==> src/rtl/alu_issue_stage.sv <==
// ALU issue stage: decodes the ALU operation, holds it in the ID/EX register
// and forwards EX/MEM and MEM/WB results into the operands.
module alu_issue_stage #(
  parameter int unsigned XLEN = 32
) (
  input  logic            clk,
  input  logic            reset,
  input  logic            id_valid,
  input  logic [1:0]      id_alu_op,
  input  logic [2:0]      id_funct3,
  input  logic            id_funct7_5,
  input  logic [XLEN-1:0] id_rd1,
  input  logic [XLEN-1:0] id_rd2,
  input  logic [XLEN-1:0] id_imm,
  input  logic            id_alu_src,
  input  logic [4:0]      id_rs1,
  input  logic [4:0]      id_rs2,
  input  logic [4:0]      id_rd,
  input  logic            stall,
  input  logic            flush,
  input  logic            exm_wr,
  input  logic [4:0]      exm_rd,
  input  logic [XLEN-1:0] exm_res,
  input  logic            wb_wr,
  input  logic [4:0]      wb_rd,
  input  logic [XLEN-1:0] wb_res,
  output logic            ex_valid,
  output logic [3:0]      ex_sel,
  output logic [XLEN-1:0] ex_opa,
  output logic [XLEN-1:0] ex_opb,
  output logic [4:0]      ex_rd,
  output logic            ex_illegal
);

  localparam int unsigned SELW = 4;
  localparam int unsigned REGW = 5;

  localparam logic [SELW-1:0] SEL_AND = 4'b0000;
  localparam logic [SELW-1:0] SEL_OR  = 4'b0001;
  localparam logic [SELW-1:0] SEL_ADD = 4'b0010;
  localparam logic [SELW-1:0] SEL_SUB = 4'b0110;

  logic            valid_q,   valid_d;
  logic [SELW-1:0] sel_q,     sel_d;
  logic [XLEN-1:0] rd1_q,     rd1_d;
  logic [XLEN-1:0] rd2_q,     rd2_d;
  logic [XLEN-1:0] imm_q,     imm_d;
  logic            alu_src_q, alu_src_d;
  logic [REGW-1:0] rs1_q,     rs1_d;
  logic [REGW-1:0] rs2_q,     rs2_d;
  logic [REGW-1:0] rd_q,      rd_d;
  logic            illegal_q, illegal_d;

  logic [SELW-1:0] dec_sel;
  logic            dec_illegal;
  logic [XLEN-1:0] fwd_b;

  // Decode ALU class and function fields into a select code and illegal flag
  always_comb begin
    dec_sel     = SEL_ADD;
    dec_illegal = 1'b0;
    case (id_alu_op)
      2'b00: dec_sel = SEL_ADD;
      2'b01: dec_sel = SEL_SUB;
      default: begin
        case (id_funct3)
          3'b000:  dec_sel = (id_alu_op == 2'b10 && id_funct7_5) ? SEL_SUB : SEL_ADD;
          3'b110:  dec_sel = SEL_OR;
          3'b111:  dec_sel = SEL_AND;
          default: begin
            dec_sel     = SEL_ADD;
            dec_illegal = 1'b1;
          end
        endcase
      end
    endcase
  end

  // Next stage contents: flush beats stall, invalid or flushed slots become bubbles
  always_comb begin
    valid_d   = valid_q;
    sel_d     = sel_q;
    rd1_d     = rd1_q;
    rd2_d     = rd2_q;
    imm_d     = imm_q;
    alu_src_d = alu_src_q;
    rs1_d     = rs1_q;
    rs2_d     = rs2_q;
    rd_d      = rd_q;
    illegal_d = illegal_q;
    if (flush || !stall) begin
      if (flush || !id_valid) begin
        valid_d   = 1'b0;
        sel_d     = SEL_ADD;
        rd1_d     = '0;
        rd2_d     = '0;
        imm_d     = '0;
        alu_src_d = 1'b0;
        rs1_d     = '0;
        rs2_d     = '0;
        rd_d      = '0;
        illegal_d = 1'b0;
      end else begin
        valid_d   = 1'b1;
        sel_d     = dec_sel;
        rd1_d     = id_rd1;
        rd2_d     = id_rd2;
        imm_d     = id_imm;
        alu_src_d = id_alu_src;
        rs1_d     = id_rs1;
        rs2_d     = id_rs2;
        rd_d      = id_rd;
        illegal_d = dec_illegal;
      end
    end
  end

  // Stage register; reset loads the bubble immediately
  always_ff @(posedge clk or posedge reset) begin
    if (reset) begin
      valid_q   <= 1'b0;
      sel_q     <= SEL_ADD;
      rd1_q     <= '0;
      rd2_q     <= '0;
      imm_q     <= '0;
      alu_src_q <= 1'b0;
      rs1_q     <= '0;
      rs2_q     <= '0;
      rd_q      <= '0;
      illegal_q <= 1'b0;
    end else begin
      valid_q   <= valid_d;
      sel_q     <= sel_d;
      rd1_q     <= rd1_d;
      rd2_q     <= rd2_d;
      imm_q     <= imm_d;
      alu_src_q <= alu_src_d;
      rs1_q     <= rs1_d;
      rs2_q     <= rs2_d;
      rd_q      <= rd_d;
      illegal_q <= illegal_d;
    end
  end

  // Operand forwarding from the held sources, EX/MEM first, x0 never forwarded
  always_comb begin
    ex_opa = rd1_q;
    if (exm_wr && exm_rd == rs1_q && rs1_q != '0) begin
      ex_opa = exm_res;
    end else if (wb_wr && wb_rd == rs1_q && rs1_q != '0) begin
      ex_opa = wb_res;
    end
    fwd_b = rd2_q;
    if (exm_wr && exm_rd == rs2_q && rs2_q != '0) begin
      fwd_b = exm_res;
    end else if (wb_wr && wb_rd == rs2_q && rs2_q != '0) begin
      fwd_b = wb_res;
    end
    ex_opb = alu_src_q ? imm_q : fwd_b;
  end

  assign ex_valid   = valid_q;
  assign ex_sel     = sel_q;
  assign ex_rd      = rd_q;
  assign ex_illegal = illegal_q & valid_q;

endmodule

==> config.mk <==
export PLATFORM = sky130hd
export DESIGN_NAME = alu_issue_stage
export DESIGN_NICKNAME = d
export VERILOG_FILES = /design/src/rtl/alu_issue_stage.sv
export SDC_FILE = /design/constraint.sdc
export NUM_CORES = 1
export LEC_CHECK = 0
export CORE_UTILIZATION = 39
export DETAILED_ROUTE_END_ITERATION = 10
export HOLD_SLACK_MARGIN = 0.1
export PLACE_DENSITY = 0.9
export SLEW_MARGIN = 40
export SYNTH_ARGS = -nofsm -noshare
export SYNTH_HDL_FRONTEND = slang
export SYNTH_SLANG_ARGS = --single-unit
==> constraint.sdc <==
create_clock -name clk -period 4 [get_ports clk]
set_clock_uncertainty 0.15 [all_clocks]
set_input_delay 0.6 -clock clk [delete_from_list [all_inputs] [get_ports clk]]
set_output_delay 0.6 -clock clk [all_outputs]
set_load 0.02 [all_outputs]
==> results of run 1 <==
-- logic make-up after synthesis --
group           count (synthesis)
compound gates                285
simple gates                  145
flops                         117
buf+inv                        83
xor+xnor                       20
mux                             1
other cells                     1
-- cell usage after synthesis (2+ instances only) --
cell type	number
buf_1	7
buf_4	11
nand2b_1	32
nand2_1	2
dfrtp_1	116
buf_6	2
o211a_1	2
nor3_1	33
o41ai_1	32
o211ai_2	3
a31oi_1	64
xnor2_1	20
o21ai_0	53
buf_2	5
clkbuf_2	5
o21ai_1	12
nand3_1	64
inv_1	2
or4_4	2
nand4_1	5
and4_1	2
a22o_1	113
clkbuf_1	51
-- routing by layer --
metal  vias up  track usage (%)
met3        92             8.28
met5         -                0
met2       548             49.0
li1       3048                -
met1      3430             39.4
met4         0             16.2
-- cell usage in the layout, fill, tap and decap left out, drive strengths merged --
cell type,netlist,layout
a21boi,1,1
a21o,1,1
a21oi,1,1
a22o,113,113
a31oi,64,64
a32o,1,1
and2,1,1
and4,2,2
buf,25,30
bufinv,0,3
clkbuf,56,22
clkdlybuf4s50,0,272
clkinv,0,3
clkinvlp,0,3
conb,1,1
dfrtp,116,116
dfstp,1,1
inv,2,2
mux2i,1,1
nand2,2,2
nand2b,32,32
nand3,64,64
nand4,5,5
nor2b,1,1
nor3,33,33
nor3b,1,1
o211a,2,2
o211ai,4,4
o21ai,65,65
o21ba,1,1
o41ai,32,32
or2,1,1
or4,3,3
xnor2,20,20
-- registers in the layout (all words and copies together) (netlist names) --
register   cells
rs2_q          5
imm_q         32
alu_src_q      1
illegal_q      1
rs1_q          5
rd2_q         32
ex_rd          5
ex_sel         3
ex_valid       1
rd1_q         32
-- critical path: cells and delay by family --
kind / cells / cell delay [ps]
compound gates: 3 / 850
buf+inv: 3 / 1290
xor+xnor: 1 / 330
-- area by class of cell --
class	count	area share (%)
Sequential cell	117	29.4
Clock buffer	22	4.65
Tap cell	216	2.71
Inverter	2	0.125
Timing Repair Buffer	302	30.4
Multi-Input combinational cell	452	31.5
Clock inverter	9	1.28
-- worst min path at each step --
| stage | start | endpoint | slack, ps |
|---|---|---|---|
| final | ex_sel[1]$_DFFE_PP1P_ | ex_sel[1]$_DFFE_PP1P_ | 330 |
| after floorplan | imm_q[0]$_DFFE_PP0P_ | imm_q[0]$_DFFE_PP0P_ | 310 |
| after detailed placement | imm_q[2]$_DFFE_PP0P_ | imm_q[2]$_DFFE_PP0P_ | 320 |
| after global placement | ex_sel[1]$_DFFE_PP1P_ | ex_sel[1]$_DFFE_PP1P_ | 310 |
| after CTS | ex_sel[1]$_DFFE_PP1P_ | ex_sel[1]$_DFFE_PP1P_ | 330 |
| after global routing | rd1_q[14]$_DFFE_PP0P_ | rd1_q[14]$_DFFE_PP0P_ | 350 |
-- power breakdown --
| group | switching [mW] | internal, mW | leakage, nW |
|---|---|---|---|
| clock network | 0.550 | 1.01 | 0.282 |
| logic | 0.343 | 0.361 | 2.04 |
| registers | 0.0348 | 1.23 | 1.59 |
| total | 0.928 | 2.60 | 3.91 |
==> impl_metrics.py, run 1 <==
metrics = {
    "detailed_routing": {
        "drt-total-wl_um": 26300,
        "wl_met1_um": 10200,
        "wl_met2_um": 12400,
        "wl_met3_um": 2590,
        "first_pass_iters": 7,
        "vias": 7118,
        "drtIter0Drc": 730,
        "viasPerCell": 6.36,
        "drtAntennaViolNets": 0,
        "wl_per_cell_um": 23.5,
        "dr.max_layer_used": "met4",
        "drcViolationCount": 0,
    },
    "global_route": {
        "grt-ovfl-total": 0,
        "grt_pass1_wl_um": 39500,
        "grt_start_max_net_pins": 117,
        "grt.total_usage_pct": 31.2,
        "antenna_found_initial": 0,
        "first_global_vias": 7251,
    },
    "logic_synthesis": {
        "synth_area_mm2": 0.00641,
        "synth_compound_area_share_pct": 33.0,
        "async_reset_ff_share_pct": 100,
        "netlist.top_cell.by_area": "dfrtp_1",
        "synth_area_leaders": "dfrtp_1, a22o_1, a31oi_1, nand3_1, o41ai_1",
        "synthSimpleGateAreaFrac_pct": 12.5,
        "synth-edff-count": 0,
        "synth_warnings": 0,
        "synthXorXnorAreaFrac_pct": 2.73,
        "synth_top_area_share_pct": 45.3,
        "avgSynthCellArea_um2": 9.83,
        "muxShareOfSynthArea_pct": 0.156,
        "synth_top_family_by_area": "compound AO/OA/AOI/OAI gates",
        "synth_cells": 652,
        "synth_cell_type_count": 37,
        "ys_ff_latch": 117,
        "synth_nets": 851,
        "synthAdderAreaFrac_pct": 0,
        "yosysSeqAreaShare_pct": 45.7,
        "synthFlopType": "dfrtp_1",
    },
    "power": {
        "power.leakage_nw": 3.91,
        "cellPowerDensity_mw_per_mm2": 353,
        "peakVddDrop_mv": 0.288,
        "total_power_mw": 3.52,
    },
    "worst_setup_path": {
        "slowest_stage": "o41ai_1",
        "endpoint": "ex_opb[16]",
        "cp_data_required_time_ps": 3250,
        "critPathKind": "in2out",
        "crit_arrival_ps": 3090,
        "r2r_slack_ps": 2850,
        "endpoint_kind": "output port",
        "regToRegEndpoint": "alu_src_q$_DFFE_PP0P_",
        "crit_chain": "clkdlybuf4s50_1 -> xnor2_1 -> o211ai_4 -> buf_4 -> o41ai_1 -> a31oi_1 -> clkdlybuf4s50_1",
        "startpoint_type": "primary input",
        "reg2reg_from": "alu_src_q$_DFFE_PP0P_",
        "cpPeakStageDelay_ps": 610,
        "reg2regPathDepth": 1,
        "crit_top_cell": "clkdlybuf4s50_1",
        "crit_start": "exm_rd[2]",
        "worstPathMaxFanout": 17,
    },
    "placed_design": {
        "portBuffers": 272,
        "dp_hpwl_um": 17900,
        "postPlaceCellArea_mm2": 0.00935,
        "place_ws_ps": 263,
        "dp.cells": 1088,
        "gp_congestion": 0.906,
    },
    "timing": {
        "hold_violations": 0,
        "worst_pin_slew_ps": 632,
        "slew_headroom_pct": 57.3,
        "max_freq_mhz": 261,
        "period_needed_ps": 3840,
        "hold_slack_ps": 330,
        "fin_crit_sh_pct": 95.9,
        "grt_setup_unrepaired": "no",
        "finalSetupViolCount": 0,
        "slew_viol_final": 0,
        "final.setup.worst_slack_ps": 162,
        "fin_setup_tns_ps": 0,
    },
    "status": {
        "status": "complete, no violations",
    },
    "cells_and_area": {
        "finalNetCount": 1091,
        "multi_input_area_mm2": 0.00314,
        "finalNonFillerCells": 1120,
        "area_growth_pct": 55.6,
        "antenna_cells": 0,
        "fillCellCount": 1271,
        "fin_util_pct": 62.6,
        "finalInstanceArea_mm2": 0.00997,
        "layout-drive-gt1-share_pct": 7.85,
        "seq_area_mm2": 0.00293,
    },
    "floorplan": {
        "core_area_mm2": 0.0159,
        "die_area_mm2": 0.0170,
        "die_width_um": 130,
        "dieHeight_um": 130,
        "ios": 274,
        "start_util_pct": 40.2,
        "fp-row-count": 46,
    },
    "clock_network": {
        "cts_root_buf": "clkbuf_16",
        "cts_resized": 0,
        "h-tree-depth": 4,
        "clock-sinks": 117,
        "clk_latency_ps": 410,
        "cts_setup_buffers": 0,
        "path_clk_slew_ps": 50,
        "cts_hold_buf": 0,
        "cts_made_buffers": 17,
        "cts_tree": "built",
        "clockBufferDepth": 2,
    },
    "worst_hold_path": {
        "min_path_cells": 2,
        "holdCritPathClass": "reg2reg",
    },
    "job": {
        "cap_violations": 0,
    },
}
No activity file was read; power rests on OpenSTA's default activity.
==> run 2, diff against run 1 <==
Settings changed: CORE_UTILIZATION 39 to 36, PLACE_DENSITY 0.9 to 0.84.
==> run 2 against run 1 <==
Compared with the run above:
- critical path depth unchanged
- global-route usage is 1.5 points lower
- final cell count rose by 0.98%
- non-clock buffer count grew 1
- setup slack better by 4.9 ps
- register-to-register slack worse by 560 ps
- highest routed layer unchanged
==> impl_metrics.py, run 2 (same netlist as run 1, synthesis figures left out) <==
metrics = {
    "status": {
        "status": "complete, no violations",
    },
    "global_route": {
        "grt-ovfl-total": 0,
        "grt.total_usage_pct": 29.6,
        "grt_pass1_wl_um": 40600,
        "antenna_found_initial": 0,
        "grt_start_max_net_pins": 117,
        "first_global_vias": 7233,
    },
    "cells_and_area": {
        "antenna_cells": 0,
        "seq_area_mm2": 0.00293,
        "mostFrequentLayoutCells": "clkdlybuf4s50_1, dfrtp_1, a22o_1",
        "reg_top3": "imm_q (32), rd1_q (32), rd2_q (32)",
        "finalNetCount": 1092,
        "layout-drive-gt1-share_pct": 8.39,
        "multi_input_area_mm2": 0.00315,
        "finalNonFillerCells": 1131,
        "mostFrequentLayoutCell": "clkdlybuf4s50_1",
        "area_growth_pct": 56.6,
        "fillCellCount": 1475,
    },
    "timing": {
        "period_needed_ps": 3830,
        "worst_pin_slew_ps": 671,
        "hold_violations": 0,
        "fin_crit_sh_pct": 95.8,
        "grt_setup_unrepaired": "no",
        "slew_headroom_pct": 55.3,
        "max_freq_mhz": 261,
        "final.setup.worst_slack_ps": 167,
        "finalSetupViolCount": 0,
        "slew_viol_final": 0,
        "fin_setup_tns_ps": 0,
    },
    "detailed_routing": {
        "drtAntennaViolNets": 0,
        "drcViolationCount": 0,
        "wl_per_cell_um": 23.9,
        "drtIter0Drc": 826,
        "viasPerCell": 6.25,
        "first_pass_iters": 5,
        "vias": 7069,
        "drt-total-wl_um": 27000,
    },
    "clock_network": {
        "cts_made_buffers": 17,
        "path_clk_slew_ps": 60,
        "clockBufferDepth": 2,
        "cts_tree": "built",
        "clock-sinks": 117,
        "clk_latency_ps": 420,
        "cts_root_buf": "clkbuf_16",
        "h-tree-depth": 4,
    },
    "placed_design": {
        "place_ws_ps": 307,
        "dp.cells": 1098,
        "gp_congestion": 0.906,
        "portBuffers": 272,
        "dp_hpwl_um": 18100,
    },
    "worst_setup_path": {
        "startpoint_type": "flip-flop",
        "crit_arrival_ps": 3080,
        "slowest_stage": "clkdlybuf4s50_1",
        "endpoint_kind": "output port",
        "critPathKind": "reg2out",
        "critical_path.top_delay_family": "buffers and inverters",
        "cp_data_required_time_ps": 3250,
        "cp.buffers_inverters": 3,
        "cpPeakStageDelay_ps": 620,
        "crit_top_cell": "buf_4",
        "crit_chain": "or4_4 -> o211ai_4 -> buf_4 -> o41ai_1 -> buf_4 -> a31oi_1 -> clkdlybuf4s50_1",
        "worstPathMaxFanout": 16,
    },
    "worst_hold_path": {
        "holdCritPathClass": "reg2reg",
    },
    "floorplan": {
        "dieHeight_um": 135,
        "start_util_pct": 36.9,
        "die_width_um": 135,
        "ios": 274,
        "die_area_mm2": 0.0183,
        "fp-row-count": 48,
        "core_area_mm2": 0.0174,
    },
    "job": {
        "cap_violations": 0,
    },
    "power": {
        "power.leakage_nw": 3.93,
        "total_power_mw": 3.60,
        "cellPowerDensity_mw_per_mm2": 359,
        "peakVddDrop_mv": 0.278,
    },
}
## run 2: worst paths after layout
path	from	end	slack, ps	cells past startpoint
setup / recovery	rs2_q[1]$_DFFE_PP0P_	ex_opb[1]	170	7
hold / removal	ex_sel[1]$_DFFE_PP1P_	ex_sel[1]$_DFFE_PP1P_	320	2
setup reg to reg	alu_src_q$_DFFE_PP0P_	alu_src_q$_DFFE_PP0P_	2290	2
hold reg to reg	ex_sel[1]$_DFFE_PP1P_	ex_sel[1]$_DFFE_PP1P_	320	2
max in group asynchronous	reset	rd2_q[16]$_DFFE_PP0P_	2500	3
min in group asynchronous	reset	ex_rd[3]$_DFFE_PP0P_	480	2
## run 2: cell type report
class / count / area share, %
Multi-Input combinational cell: 452 / 31.4
Timing Repair Buffer: 303 / 30.3
Sequential cell: 117 / 29.2
Inverter: 2 / 0.125
Tap cell: 225 / 2.80
Clock inverter: 13 / 1.79
Clock buffer: 19 / 4.41
## run 2: power breakdown
| group | internal, mW | switching (mW) | total, mW |
|---|---|---|---|
| clock | 1.06 | 0.575 | 1.63 |
| combinational | 0.363 | 0.347 | 0.710 |
| sequential | 1.23 | 0.0353 | 1.26 |
## run 2: per-layer routing
metal / GRT usage (%) / wire, um
met3: 7.93 / 2880
met2: 47.4 / 12700
met5: 0 / 0
met4: 16.5 / 1120
met1: 36.2 / 10300
## run 2: metrics by stage
stage | hold slack (ps) | area (um2) | utilization (%)
after detailed placement | 313 | 9390 | 54.1
after CTS | 321 | 10000 | 57.7
after floorplan | 307 | 6410 | -
final | 319 | 10000 | 57.9
after global routing | 338 | 10000 | 57.9
after global placement | 309 | 9360 | 53.9
## run 2: repair_timing
item / CTS / global route
gates resized for setup: 1 / 0
pin swaps: 0 / 1
endpoints found under the setup margin: 2 / 5
buffers inserted: 0 / 1
hold buffers: 0 / 0
## run 2: worst min-delay path, delay by kind of cell, from the launching register on
family                 cells  cell delay (ps)
AOI/OAI and AO/OA          1               60
DFF                        1              360
buffers and inverters      1               40
==> run 3, diff against run 2 <==
Settings changed: SKIP_CTS_REPAIR_TIMING set to 1.
==> run 3 against run 2 <==
Compared with the run above:
- sequential share of layout area is the same
- die area is the same
- combinational power is essentially flat
- hold slack gained 0.82 ps
- global-route usage is essentially flat
==> impl_metrics.py, run 3 (same netlist as run 1, synthesis figures left out) <==
metrics = {
    "worst_hold_path": {
        "hold_start": "ex_sel[1]$_DFFE_PP1P_",
        "min_path_cells": 2,
        "min_to": "ex_sel[1]$_DFFE_PP1P_",
        "holdCritPathClass": "reg2reg",
    },
    "cells_and_area": {
        "layout-drive-gt1-share_pct": 8.39,
        "multi_input_area_mm2": 0.00315,
        "finalInstanceArea_mm2": 0.0100,
        "mostFrequentLayoutCells": "clkdlybuf4s50_1, dfrtp_1, a22o_1",
        "fillCellCount": 1475,
        "antenna_cells": 0,
        "reg_top3": "imm_q (32), rd1_q (32), rd2_q (32)",
        "area_growth_pct": 56.6,
        "finalNetCount": 1092,
        "seq_area_mm2": 0.00293,
        "mostFrequentLayoutCell": "clkdlybuf4s50_1",
    },
    "detailed_routing": {
        "drcViolationCount": 0,
        "first_pass_iters": 8,
        "drtAntennaViolNets": 0,
        "drt-total-wl_um": 26900,
        "vias": 6999,
        "viasPerCell": 6.19,
        "drtIter0Drc": 845,
        "wl_per_cell_um": 23.8,
    },
    "worst_setup_path": {
        "startpoint_type": "flip-flop",
        "endpoint_kind": "output port",
        "reg2reg_from": "alu_src_q$_DFFE_PP0P_",
        "regToRegEndpoint": "alu_src_q$_DFFE_PP0P_",
        "r2r_slack_ps": 2290,
        "crit_arrival_ps": 3090,
        "reg2regPathDepth": 2,
        "cp_data_required_time_ps": 3250,
        "worstPathMaxFanout": 16,
        "critPathKind": "reg2out",
    },
    "clock_network": {
        "cts_tree": "built",
        "cts_made_buffers": 17,
        "clock-sinks": 117,
        "clockBufferDepth": 2,
        "cts_root_buf": "clkbuf_16",
        "h-tree-depth": 4,
        "path_clk_slew_ps": 60,
        "clk_latency_ps": 420,
    },
    "timing": {
        "slew_headroom_pct": 55.8,
        "finalSetupViolCount": 0,
        "hold_slack_ps": 320,
        "slew_viol_final": 0,
        "worst_pin_slew_ps": 663,
        "hold_violations": 0,
        "period_needed_ps": 3840,
        "fin_crit_sh_pct": 96.1,
        "max_freq_mhz": 260,
        "grt_setup_unrepaired": "no",
    },
    "power": {
        "peakVddDrop_mv": 0.278,
        "power.leakage_nw": 3.93,
        "cellPowerDensity_mw_per_mm2": 359,
    },
    "floorplan": {
        "core_area_mm2": 0.0174,
        "start_util_pct": 36.9,
        "dieHeight_um": 135,
        "die_area_mm2": 0.0183,
        "fp-row-count": 48,
        "die_width_um": 135,
        "ios": 274,
    },
    "placed_design": {
        "postPlaceCellArea_mm2": 0.00939,
        "gp_congestion": 0.906,
        "dp_hpwl_um": 18100,
        "portBuffers": 272,
    },
    "global_route": {
        "antenna_found_initial": 0,
        "first_global_vias": 7227,
        "grt_start_max_net_pins": 117,
        "grt-ovfl-total": 0,
        "grt.total_usage_pct": 29.7,
        "grt_pass1_wl_um": 40600,
    },
    "job": {
        "cap_violations": 0,
    },
    "status": {
        "status": "complete, no violations",
    },
}
==> run 3: cell counts in the layout (fill, tap and decap cells not counted) <==
No cell type changed its count.
==> run 3: layout make-up <==
type                            instances  area share, %
Sequential cell                       117           29.2
Tap cell                              225           2.80
Clock buffer                           19           4.41
Timing Repair Buffer                  303           30.3
Multi-Input combinational cell        452           31.4
Clock inverter                         13           1.79
Inverter                                2          0.125
==> run 3: through the flow <==
stage,setup slack (ps),util (%),power [mW],cells,setup TNS [ps]
floorplan,151,-,1.56,652,0
global placement,364,53.9,1.97,1096,0
detailed placement,307,54.1,1.98,1098,0
CTS,-14.9,57.7,3.61,1130,-28.6
global route,49.8,57.9,3.72,1131,0
finish,155,57.9,3.60,1131,0
==> run 3: worst max-delay path, cell delays in order (launching register included) <==
cell,delay (ps)
dfrtp_1,450
or4_4,610
o211ai_4,230
buf_4,300
o41ai_1,130
buf_4,180
a31oi_1,150
clkdlybuf4s50_1,620
==> run 3: how the worst max path moves through the flow <==
stage / cells past startpoint / slack, ps / to / startpoint
2_1_floorplan: 1 / 150 / alu_src_q$_DFFE_PP0P_ / reset
3_3_place_gp: 6 / 360 / ex_opb[16] / exm_rd[4]
3_5_place_dp: 6 / 310 / ex_opb[16] / exm_rd[2]
4_1_cts: 5 / -10 / ex_opb[2] / rs2_q[1]$_DFFE_PP0P_
5_1_grt: 6 / 50 / ex_opa[15] / rs1_q[1]$_DFFE_PP0P_
6_report: 7 / 160 / ex_opb[1] / rs2_q[1]$_DFFE_PP0P_
==> run 3: where the power goes <==
part,switching (mW),internal (mW),leakage (nW),total [mW]
combinational,0.346,0.363,2.04,0.710
sequential,0.0350,1.23,1.59,1.26
clock,0.574,1.06,0.299,1.63
==> run 3: layer usage <==
| layer | vias to the layer above | GRT usage (%) | part of all wire (%) |
|---|---|---|---|
| met2 | 528 | 47.4 | 47 |
| met3 | 100 | 8.08 | 11 |
| met5 | - | 0 | 0 |
| li1 | 3039 | - | - |
| met1 | 3332 | 36.1 | 38 |
| met4 | 0 | 16.5 | 4.3 |
